==> src/rtl/stdp_synapse.sv <==
// stdp_synapse: one plastic synapse with trace-based pair STDP.
// A presynaptic spike emits a one-cycle current equal to the stored weight.
// With STDP_LEARN_EN defined, pre/post eligibility traces and the online
// weight update are built. Without it, the weight changes only through the
// host load port and both traces read 0.
`timescale 1ns/1ps
module stdp_synapse #(
    parameter logic [7:0] INIT_WEIGHT = 8'd50,
    parameter logic [7:0] W_MAX       = 8'd255,
    parameter logic [7:0] A_PLUS      = 8'd4,
    parameter logic [7:0] A_MINUS     = 8'd3,
    parameter logic [7:0] TRACE_MAX   = 8'd20,
    parameter logic [7:0] TRACE_DECAY = 8'd1
) (
    input  logic       clk,
    input  logic       rst_n,
    input  logic       pre_spike,
    input  logic       post_spike,
    input  logic       learn_en,
    input  logic       weight_load,
    input  logic [7:0] weight_din,
    output logic [7:0] input_current,
    output logic [7:0] weight,
    output logic [7:0] pre_trace,
    output logic [7:0] post_trace
);

    logic [7:0] r_weight;
    logic [7:0] r_current;
    logic [7:0] w_learn_weight;
    logic [7:0] w_weight_next;

`ifdef STDP_LEARN_EN
    logic [7:0]        r_pre_trace;
    logic [7:0]        r_post_trace;
    logic [8:0]        w_pre_dec;
    logic [8:0]        w_post_dec;
    logic [7:0]        w_pre_next;
    logic [7:0]        w_post_next;
    logic [7:0]        w_ltp;
    logic [7:0]        w_ltd;
    logic signed [9:0] w_sum;

    // Trace next values: reload on own spike, otherwise saturating decay
    always_comb begin
        w_pre_dec  = {1'b0, r_pre_trace}  - {1'b0, TRACE_DECAY};
        w_post_dec = {1'b0, r_post_trace} - {1'b0, TRACE_DECAY};
        w_pre_next  = w_pre_dec[8]  ? '0 : w_pre_dec[7:0];
        w_post_next = w_post_dec[8] ? '0 : w_post_dec[7:0];
        if (pre_spike) begin
            w_pre_next = TRACE_MAX;
        end
        if (post_spike) begin
            w_post_next = TRACE_MAX;
        end
    end

    // Trace registers, updated regardless of learn_en
    always_ff @(posedge clk or negedge rst_n) begin
        if (!rst_n) begin
            r_pre_trace  <= '0;
            r_post_trace <= '0;
        end else begin
            r_pre_trace  <= w_pre_next;
            r_post_trace <= w_post_next;
        end
    end

    // STDP update on the old traces, so a spike never pairs with its own trace load
    always_comb begin
        w_ltp = (learn_en && post_spike && (r_pre_trace  != '0)) ? A_PLUS  : '0;
        w_ltd = (learn_en && pre_spike  && (r_post_trace != '0)) ? A_MINUS : '0;
        w_sum = $signed({2'b00, r_weight}) + $signed({2'b00, w_ltp})
              - $signed({2'b00, w_ltd});
        w_learn_weight = r_weight;
        if (learn_en) begin
            if (w_sum < 0) begin
                w_learn_weight = '0;
            end else if (w_sum > $signed({2'b00, W_MAX})) begin
                w_learn_weight = W_MAX;
            end else begin
                w_learn_weight = w_sum[7:0];
            end
        end
    end

    assign pre_trace  = r_pre_trace;
    assign post_trace = r_post_trace;
`else
    logic w_unused;

    assign w_learn_weight = r_weight;
    assign pre_trace      = '0;
    assign post_trace     = '0;
    assign w_unused = &{1'b0, learn_en, post_spike, A_PLUS, A_MINUS,
                        TRACE_MAX, TRACE_DECAY};
`endif

    // Host load takes priority over learning and is clamped to W_MAX
    always_comb begin
        w_weight_next = w_learn_weight;
        if (weight_load) begin
            w_weight_next = (weight_din > W_MAX) ? W_MAX : weight_din;
        end
    end

    // Weight register and one-cycle current from the pre-edge weight
    always_ff @(posedge clk or negedge rst_n) begin
        if (!rst_n) begin
            r_weight  <= INIT_WEIGHT;
            r_current <= '0;
        end else begin
            r_weight  <= w_weight_next;
            r_current <= pre_spike ? r_weight : '0;
        end
    end

    assign weight        = r_weight;
    assign input_current = r_current;

endmodule

==> config.mk <==
export PLATFORM = sky130hd
export DESIGN_NAME = stdp_synapse
export DESIGN_NICKNAME = d
export VERILOG_FILES = /design/src/rtl/stdp_synapse.sv
export SDC_FILE = /design/constraint.sdc
export NUM_CORES = 1
export LEC_CHECK = 0
export ABC_AREA = 1
export CAP_MARGIN = 20
export CORE_MARGIN = 2
export CORE_UTILIZATION = 37
export DETAILED_ROUTE_END_ITERATION = 6
export HOLD_SLACK_MARGIN = 0.12
export PLACE_DENSITY = 0.9
export SYNTH_ARGS = -nofsm -noshare
export SYNTH_HDL_FRONTEND = slang
export SYNTH_SLANG_ARGS = --single-unit
==> constraint.sdc <==
create_clock -name clk -period 1.35 [get_ports clk]
set_input_delay 0.135 -clock clk [delete_from_list [all_inputs] [get_ports clk]]
set_output_delay 0.135 -clock clk [all_outputs]
set_load 0.1 [all_outputs]
==> qor_table.md <==
| Stage | Result | Reported |
|:---|:---|:---|
| die | Starting Density | 40.00% |
| route | ANT nets after route | 0 |
| cells and area | Relative area change from synthesis to final layout | 62.01% |
| worst setup path | WS Path Type | reg -> out |
| die | Vert. Die Dim | 47.44 um |
| synthesis | Synthesized flop and latch total | 16 |
| worst setup path | Startpoint types | flip-flop |
| global route | Met1 Track Usage GR | 15.38% |
| cells and area | Post-route standard cell area excluding fillers | 0.001131 sq mm |
| power and ir drop | Highest ir drop seen on vdd | 0.0005928 V |
| clocking | Clock transition at path regs | 100 ps |
| die | Core Footprint | 0.001745 sq mm |
| clocking | CTS tree | yes |
| global route | Total congestion overflow | 0 |
| cells and area | Antenna cell count | 0 |
| global route | Most heavily used metal layer in global routing | met2 |
| clocking | Count of hold-fix buffers inserted at cts | 0 |
| placed design | Post-place setup slack | 232.6 ps |
| clocking | Maximum buffer depth of the clock tree | 2 |
| clocking | Cts bufs inserted | 3 |
| worst setup path | Cell Chain, Critical Path | buf_12 |
| synthesis | FFs w/ async S/R, synth | 100.0% |
| sta | Post-layout worst setup margin | 154.7 ps |
| worst setup path | Crit path buf inv count | 1 |
| placed design | HPWL reported at the end of detailed placement | 1070 um |
| hold path | Worst min path class | in -> async |
| placed design | Number of port buffers | 27 |
| cells and area | Number of nets in the layout | 121 |
| global route | Global-route wire length before repair | 2049 um |
| placed design | RePlAce Congestion | 0.7166 |
| flow run | Max capacitance violation total | 0 |
| route | Mean number of vias per cell | 4.099 |
| cells and area | Utilization after layout | 64.80% |
| synthesis | Synthesized area | 698.2 sq um |
| worst setup path | Maximum fanout along the worst path | 3 |
| sta | Setup-violating endpoint count in the final report | 0 |
| die | Floorplan die area | 0.002251 sq mm |
| clocking | Clock root buffer | sky130_fd_sc_hd__clkbuf_4 |
| worst setup path | Kind of end point of the critical path | primary output |
| global route | Number of antenna violations at the first check in global routing | 0 |
| synthesis | Cell count after synthesis | 76 |
| global route | Global-route met2 utilization | 22.43% |
| synthesis | Most instantiated cells after synthesis | sky130_fd_sc_hd__nand2_1 (32), sky130_fd_sc_hd__buf_4 (16), sky130_fd_sc_hd__dfrtp_1 (13), sky130_fd_sc_hd__inv_1 (8), sky130_fd_sc_hd__dfstp_2 (3) |
| clocking | Number of levels in the clock H-tree | 1 |
| power and ir drop | Power, Total | 1.603 mW |
| route | DRC Markers | 0 |
| synthesis | Count of warnings emitted by yosys | 0 |
| synthesis | Count of unique library cells instantiated by Yosys | 9 |
| worst setup path | Largest stage delay, worst path | 590 ps |
| synthesis | Portion of the post-synthesis area used by sequential elements | 57.89% |
| sta | Number of hold-slack violations in the final timing report | 0 |
| sta | Pins Over Slew Limit | 0 |
| route | Iter 0 DRT Violations | 3 |
| synthesis | Post-synthesis area per instance | 9.186 sq um |
| power and ir drop | Leakage | 0.6197 nW |
| run status | Outcome | complete, no violations |
| synthesis | Post-synth EDFFs | 0 |
| worst setup path | Standard cell with the maximum stage delay on the critical path | sky130_fd_sc_hd__dfstp_2 |
| sta | Worst clock skew | 2.359 ps |
| clocking | Post-CTS Setup Repair Bufs | 0 |
| die | Die Width | 47.44 um |
| sta | Post-layout minimum cycle time | 1195 ps |
| global route | Global-route usage over all layers | 13.77% |
| worst setup path | Worst EP required | 1220 ps |
| synthesis | Top area cells in the synthesized netlist | sky130_fd_sc_hd__dfrtp_1 (47%), sky130_fd_sc_hd__buf_4 (17%), sky130_fd_sc_hd__nand2_1 (17%) |
| synthesis | Top flip-flop cell by instance count after synthesis | sky130_fd_sc_hd__dfrtp_1 |
| route | Detail-routed net length per standard cell | 10.50 um |
| clocking | Clock Sinks | 16 |
| global route | Largest net degree at the start of global routing | 17 |
| worst setup path | Top Family by Delay on Critical Path | flip-flops |
| route | Number of detailed-routing iterations run before antenna repair | 4 |
| worst setup path | Worst endpoint data arrival time | 1060 ps |
| route | Wire length reported by the detailed router | 1375 um |
| cells and area | Number of filler cells placed in the layout | 121 |
| clocking | Resize count post-CTS | 0 |
| placed design | Instance area at placement | 0.001095 sq mm |
| synthesis | Post-synth top area share | 46.59% |
| die | Placement row count | 15 |
| cells and area | Final Instance Count excl. Fillers | 131 |
| cells and area | Fraction of layout cells with a size suffix above 1 | 24.53% |
| sta | Fmax | 0.8366 GHz |
| clocking | Worst skew pair latency | 290 ps |
| die | Number of ports placed on the die boundary | 46 |
| global route | Via count of the first global-routing pass | 450 |
| route | Vias post-DR | 537 |
| sta | Worst-case hold slack | 164.3 ps |
| synthesis | Biggest area consumer among synthesized cells | sky130_fd_sc_hd__dfrtp_1 |
| global route | Global-route met3 utilization | 6.038% |
| synthesis | Top-count cell post-synth | sky130_fd_sc_hd__nand2_1 |
| placed design | Dpl cells | 127 |
| sta | Setup total negative slack | 0 ps |
| sta | RSZ-0062 raised after global routing | false |
| sta | Portion of the clock cycle consumed by the worst path in the final layout | 88.54% |
| power and ir drop | PwrDens | 1417 mW/mm^2 |
==> worst paths after layout <==
check                                       from                     to  slack [ps]  depth (start not counted)
max in group asynchronous                  rst_n  weight[1]$_DFFE_PN1P_         940                          2
min in group clk                   weight_din[4]  weight[4]$_DFFE_PN1P_         340                          3
min                                        rst_n  weight[3]$_DFFE_PN0P_         160                          2
max                        weight[5]$_DFFE_PN1P_              weight[5]         150                          1
min reg2reg                weight[4]$_DFFE_PN1P_  weight[4]$_DFFE_PN1P_         500                          2
max reg2reg                weight[1]$_DFFE_PN1P_  weight[1]$_DFFE_PN1P_         580                          2
==> kinds of logic after synthesis <==
| group | synth area share (%) |
|---|---|
| other | 0.5371 |
| buffers and inverters | 24.37 |
| AND/OR/NAND/NOR | 17.20 |
| flip-flops | 57.89 |
==> per-layer routing <==
metal | share of wire, % | vias up
met3 | 12 | 0
met2 | 50 | 35
met5 | 0 | -
li1 | - | 245
met4 | 0 | 0
met1 | 37 | 257
==> layout make-up <==
cell class                      instances  area, sq um  share of cell area, %
Timing Repair Buffer                   29        445.4                  39.38
Clock buffer                            4        36.28                  3.208
Tap cell                               25        31.28                  2.765
Sequential cell                        16        404.1                  35.73
Inverter                                9        33.78                  2.987
Multi-Input combinational cell         48        180.2                  15.93
==> registers in the layout, indices dropped and copies added, names as in the netlist <==
name	cells
weight	8
input_current	8
==> cells in the final DEF, fill, tap and decap left out <==
cell type	count
sky130_fd_sc_hd__dfrtp_1	13
sky130_fd_sc_hd__inv_1	8
sky130_fd_sc_hd__nand2_1	32
sky130_fd_sc_hd__buf_12	16
sky130_fd_sc_hd__inv_2	1
sky130_fd_sc_hd__clkdlybuf4s50_1	11
sky130_fd_sc_hd__buf_4	2
sky130_fd_sc_hd__clkbuf_4	3
sky130_fd_sc_hd__dfstp_2	3
sky130_fd_sc_hd__conb_1	16
sky130_fd_sc_hd__clkbuf_8	1
==> power by group <==
part	switching [mW]	leakage, nW	internal (mW)
sequential	0.0430	0.197	0.522
combinational	0.528	0.401	0.187
clock	0.158	0.0210	0.164
total	0.729	0.620	0.874
Power figures use the tool's default switching activity.
